===== config.mk =====
export PLATFORM = sky130hd
export DESIGN_NAME = nibble_bus_mem_bridge
export DESIGN_NICKNAME = d
export VERILOG_FILES = /design/src/rtl/nibble_bus_mem_bridge_pkg.sv /design/src/rtl/nibble_bus_mem_bridge_write_assembler.sv /design/src/rtl/nibble_bus_mem_bridge.sv
export SDC_FILE = /design/constraint.sdc
export NUM_CORES = 1
export LEC_CHECK = 0
export CORE_ASPECT_RATIO = 0.5
export CORE_UTILIZATION = 45
export DETAILED_ROUTE_END_ITERATION = 10
export PLACE_DENSITY = 0.86
export SYNTH_ARGS = -nofsm -noshare
export SYNTH_HDL_FRONTEND = slang
export SYNTH_SLANG_ARGS = --single-unit

===== constraint.sdc =====
create_clock -name clk -period 2.1 [get_ports clk]
set_input_delay 0.315 -clock clk [delete_from_list [all_inputs] [get_ports clk]]
set_output_delay 0.315 -clock clk [all_outputs]
set_load 0.03 [all_outputs]

===== src/rtl/nibble_bus_mem_bridge_pkg.sv =====
// Shared bus layout for the CPU nibble bus: bit positions, default widths
// and the nibble phase encoding used by the bridge.
package nibble_bus_mem_bridge_pkg;

   localparam int unsigned STROBE = 7;
   localparam int unsigned WE_N   = 5;
   localparam int unsigned DS_N   = 4;
   localparam int unsigned NIB_LO = 0;
   localparam int unsigned NIB_W  = 4;

   localparam int unsigned BUS_ADDR_W = 7;
   localparam int unsigned BUS_DW     = 8;

   typedef enum logic {
      PH_HI = 1'b0,
      PH_LO = 1'b1
   } phase_e;

endpackage


===== src/rtl/nibble_bus_mem_bridge_write_assembler.sv =====
// Builds a full memory word from two nibble write cycles (low first, then
// high) and issues a single-cycle registered write on the high nibble.
module nibble_write_assembler
   import nibble_bus_mem_bridge_pkg::*;
#(
   parameter int unsigned ADDR_W = BUS_ADDR_W,
   parameter int unsigned DW     = BUS_DW
) (
   input  logic              clk,
   input  logic              rst_n,
   input  logic              i_strobe,
   input  logic              i_wr,
   input  phase_e            i_phase,
   input  logic [ADDR_W-1:0] i_addr,
   input  logic [NIB_W-1:0]  i_nibble,
   output logic              o_we,
   output logic [ADDR_W-1:0] o_waddr,
   output logic [DW-1:0]     o_wdata,
   output logic              o_err
);

   logic [NIB_W-1:0]  r_tmp;
   logic              r_lo_valid;
   logic              r_we;
   logic [ADDR_W-1:0] r_waddr;
   logic [DW-1:0]     r_wdata;
   logic              r_err;

   always_ff @(posedge clk or negedge rst_n) begin
      if (!rst_n) begin
         r_tmp      <= '0;
         r_lo_valid <= 1'b0;
         r_we       <= 1'b0;
         r_waddr    <= '0;
         r_wdata    <= '0;
         r_err      <= 1'b0;
      end else begin
         r_we <= 1'b0;
         // A strobe only invalidates the pending low nibble; tmp itself survives.
         if (i_strobe) begin
            r_lo_valid <= 1'b0;
         end else if (i_wr) begin
            if (i_phase == PH_LO) begin
               r_tmp      <= i_nibble;
               r_lo_valid <= 1'b1;
            end else begin
               r_we       <= 1'b1;
               r_waddr    <= i_addr;
               r_wdata    <= {i_nibble, r_tmp};
               r_lo_valid <= 1'b0;
               if (!r_lo_valid) r_err <= 1'b1;
            end
         end
      end
   end

   assign o_we    = r_we;
   assign o_waddr = r_waddr;
   assign o_wdata = r_wdata;
   assign o_err   = r_err;

endmodule


===== src/rtl/nibble_bus_mem_bridge.sv =====
// Bridge between an 8-bit CPU bus and a word memory: address latch, nibble
// phase toggle and read nibble mux; write assembly lives in the sub-module.
module nibble_bus_mem_bridge
   import nibble_bus_mem_bridge_pkg::*;
#(
   parameter int unsigned ADDR_W = BUS_ADDR_W,
   parameter int unsigned DW     = BUS_DW
) (
   input  logic              clk,
   input  logic              rst,
   input  logic [7:0]        bus_out,
   output logic [NIB_W-1:0]  bus_nibble,
   output logic              choose,
   output logic              data_write_n,
   output logic [ADDR_W-1:0] mem_raddr,
   input  logic [DW-1:0]     mem_rdata,
   output logic              mem_we,
   output logic [ADDR_W-1:0] mem_waddr,
   output logic [DW-1:0]     mem_wdata,
   output logic              err
);

   logic [ADDR_W-1:0] r_addr;
   phase_e            r_choose;
   logic              w_strobe;
   logic              w_wr;

   assign w_strobe = bus_out[STROBE];
   assign w_wr     = ~w_strobe & ~bus_out[WE_N];

   always_ff @(posedge clk or negedge rst) begin
      if (!rst) begin
         r_addr   <= '0;
         r_choose <= PH_HI;
      end else if (w_strobe) begin
         r_addr   <= bus_out[ADDR_W-1:0];
         r_choose <= PH_HI;
      end else begin
         r_choose <= (r_choose == PH_HI) ? PH_LO : PH_HI;
      end
   end

   // Address is transparent during the strobe so reads see it with no latency.
   assign mem_raddr    = w_strobe ? bus_out[ADDR_W-1:0] : r_addr;
   assign choose       = r_choose;
   assign bus_nibble   = (r_choose == PH_HI) ? mem_rdata[2*NIB_W-1:NIB_W]
                                             : mem_rdata[NIB_W-1:0];
   assign data_write_n = w_strobe ? 1'b1 : bus_out[DS_N];

   nibble_write_assembler #(
      .ADDR_W (ADDR_W),
      .DW     (DW)
   ) u_wasm (
      .clk      (clk),
      .rst_n    (rst),
      .i_strobe (w_strobe),
      .i_wr     (w_wr),
      .i_phase  (r_choose),
      .i_addr   (r_addr),
      .i_nibble (bus_out[NIB_LO +: NIB_W]),
      .o_we     (mem_we),
      .o_waddr  (mem_waddr),
      .o_wdata  (mem_wdata),
      .o_err    (err)
   );

endmodule


==> impl_metrics.ini <==
[timing]
layout_setup_ws_ns = 0.0774
fin_crit_sh_pct = 96.3
grt_setup_unrepaired = no
tightest_slew_ns = 0.461
finalSetupViolations = 0
fmax_ghz = 0.494
period_needed_ns = 2.02
slew_viol_final = 0
hold_viol = 0
slew_headroom_pct = 69.1
fin_skew_ns = 0.00245

[logic_synthesis]
yosysMostFrequentCell = dfrtp_1
synth_commonest_cells = dfrtp_1 (30), mux2_2 (22), mux2_1 (8)
ys_ff_latch = 30
netlist_top_cells_area = dfrtp_1 (64%), mux2_2 (21%), mux2_1 (7.7%)
synth_top_family_by_area = multiplexers
ys.flop_type = dfrtp_1
syn_area_per_cell_um2 = 16.5
synth_xor_area_share_pct = 0
async_reset_ff_share_pct = 100
synth.net_count = 89
synth_cells = 71
synth_largest_area_cell = dfrtp_1
yosysTopAreaCellShare_pct = 64.0
synth-simple-area-share_pct = 3.62
netlist_area_mm2 = 0.00117
ys_warn_count = 0
synth-adder-area-share_pct = 0
synthMuxAreaShare_pct = 29.6
synth-compound-area-share_pct = 0.640
synth_edf_count = 0
ys_seq_area_share_pct = 64.0
synth_cell_types = 12

[min_path]
hp-class = primary input to asynchronous set/reset pin

[clock_tree]
cts_hold_buf = 0
cts_tree = done
root_buffer = clkbuf_8
insertion_delay_ns = 0.27
cts.path.max_buffers = 2
clock-sinks = 30
clkTransAtPathRegs_ns = 0.06
cts_made_buffers = 5
htreeDepth = 2

[critical_path]
end_kind = output pin
crit_type = primary input to output pin
crit_required_ns = 1.78
cp_max_fo = 12
cp-start-kind = primary input
worstPathArrival_ns = 1.71

[placed_design]
dpl.hpwl_um = 1870
post-place-ws_ns = -0.159
portBuffers = 47
gp_congestion = 0.708
dp_cells = 154

[die]
num_rows = 12
initial_core_util_pct = 50.1
dieArea_mm2 = 0.00283
die_w_um = 74.2
die_y_um = 38.1
pin_count = 48
core_area_mm2 = 0.00234

[global_routing]
grt_overflow = 0
grt_pass1_vias = 814
grt_pass1_wl_um = 3960
antenna_found_initial = 0
track_usage_pct = 20.7
grt_start_max_net_pins = 31

[detailed_routing]
routed_via_density = 4.87
wl_per_cell_um = 15.4
wirelength_um = 2480
drc = 0
ant_nets = 0
vias = 784
first_iter_violations = 38
first_pass_iters = 2

[power_and_ir_drop]
p_total_mw = 1.75
p_per_area_mw_per_mm2 = 977
peakVddDrop_v = 0.000636
p_leak_nw = 0.753

[cells_and_area]
num_antenna_cells = 0
layoutNonFillerInstCount = 161
nets = 144
drive_above_1_share_pct = 27.8
area_delta_synth_final_pct = 52.5

[run_status]
outcome = finished clean

[run]
cap_violations = 0
==> worst max-delay path: stages <==
cell and delay [ns]:
clkdlybuf4s50_1 0.52, buf_12 0.15, mux2_2 0.35, dlygate4sd2_1 0.36
==> layer usage <==
layer  global-route usage [%]  part of all wire, %
met5                        0                    0
met4                     8.49                  1.3
met3                     7.11                  5.7
met2                     39.1                   53
met1                     21.8                   39
==> final timing paths <==
kind	startpoint	to	slack [ns]	depth (start not counted)
max	bus_out[7]	mem_raddr[2]	0.08	4
min	rst	r_addr[2]$_DFF_PN0_	0.43	2
max reg2reg	choose$_DFF_PN0_	u_wasm.r_tmp[3]$_DFFE_PN0P_	0.66	2
min reg2reg	u_wasm.o_err$_DFFE_PN0P_	u_wasm.o_err$_DFFE_PN0P_	0.46	1
max in group asynchronous	rst	choose$_DFF_PN0_	1.38	2
min in group clk	u_wasm.o_err$_DFFE_PN0P_	u_wasm.o_err$_DFFE_PN0P_	0.46	1
==> sequential cells by signal (all words and copies together), names as in the netlist <==
name,flops
u_wasm.o_err,1
choose,1
u_wasm.o_waddr,7
r_addr,7
u_wasm.o_wdata,8
u_wasm.r_tmp,4
u_wasm.o_we,1
u_wasm.r_lo_valid,1
==> final cells by class <==
cell class / instances / area [um2]
Clock buffer: 7 / 76.3
Fill cell: 149 / 553
Inverter: 1 / 3.75
Multi-Input combinational cell: 37 / 398
Sequential cell: 30 / 752
Tap cell: 35 / 43.8
Timing Repair Buffer: 51 / 515
==> power by group <==
group | switching (mW) | internal, mW | leakage, nW
Sequential | 0.0584 | 0.688 | 0.354
Combinational | 0.308 | 0.274 | 0.361
Clock | 0.191 | 0.227 | 0.0383
Total | 0.558 | 1.19 | 0.753
==> layout by cell type, fill, tap and decap left out <==
master,n
clkdlybuf4s50_1,39
dfrtp_1,29
mux2_2,22
mux2_1,8
dlygate4sd2_1,8
clkbuf_8,5
nor2_1,2
clkbuf_1,2
buf_12,2
buf_4,2
or2_2,1
nor3_4,1
nor3b_2,1
mux2i_1,1
inv_1,1
a21o_1,1
dfrtp_2,1
==> metrics by stage <==
step           instance area, um2  util (%)  hold slack, ns  setup TNS [ns]
6_report                     1790      76.4           0.434               0
5_1_grt                      1790      76.4           0.468               0
4_1_cts                      1790      76.4           0.444               0
3_5_place_dp                 1720      73.5           0.456           -1.11
3_3_place_gp                 1720      73.5           0.453          -0.886
2_1_floorplan                1170         -          0.0194               0
==> logic make-up after synthesis <==
family,count (synthesis)
mux,31
flops,30
simple gates,5
buf+inv,4
compound gates,1
==> timing repair <==
item,CTS,global route
buffers inserted,0,0
resized for setup,9,0
endpoints found under the setup margin,12,0
Note: power is estimated with default switching activity, not from simulation.
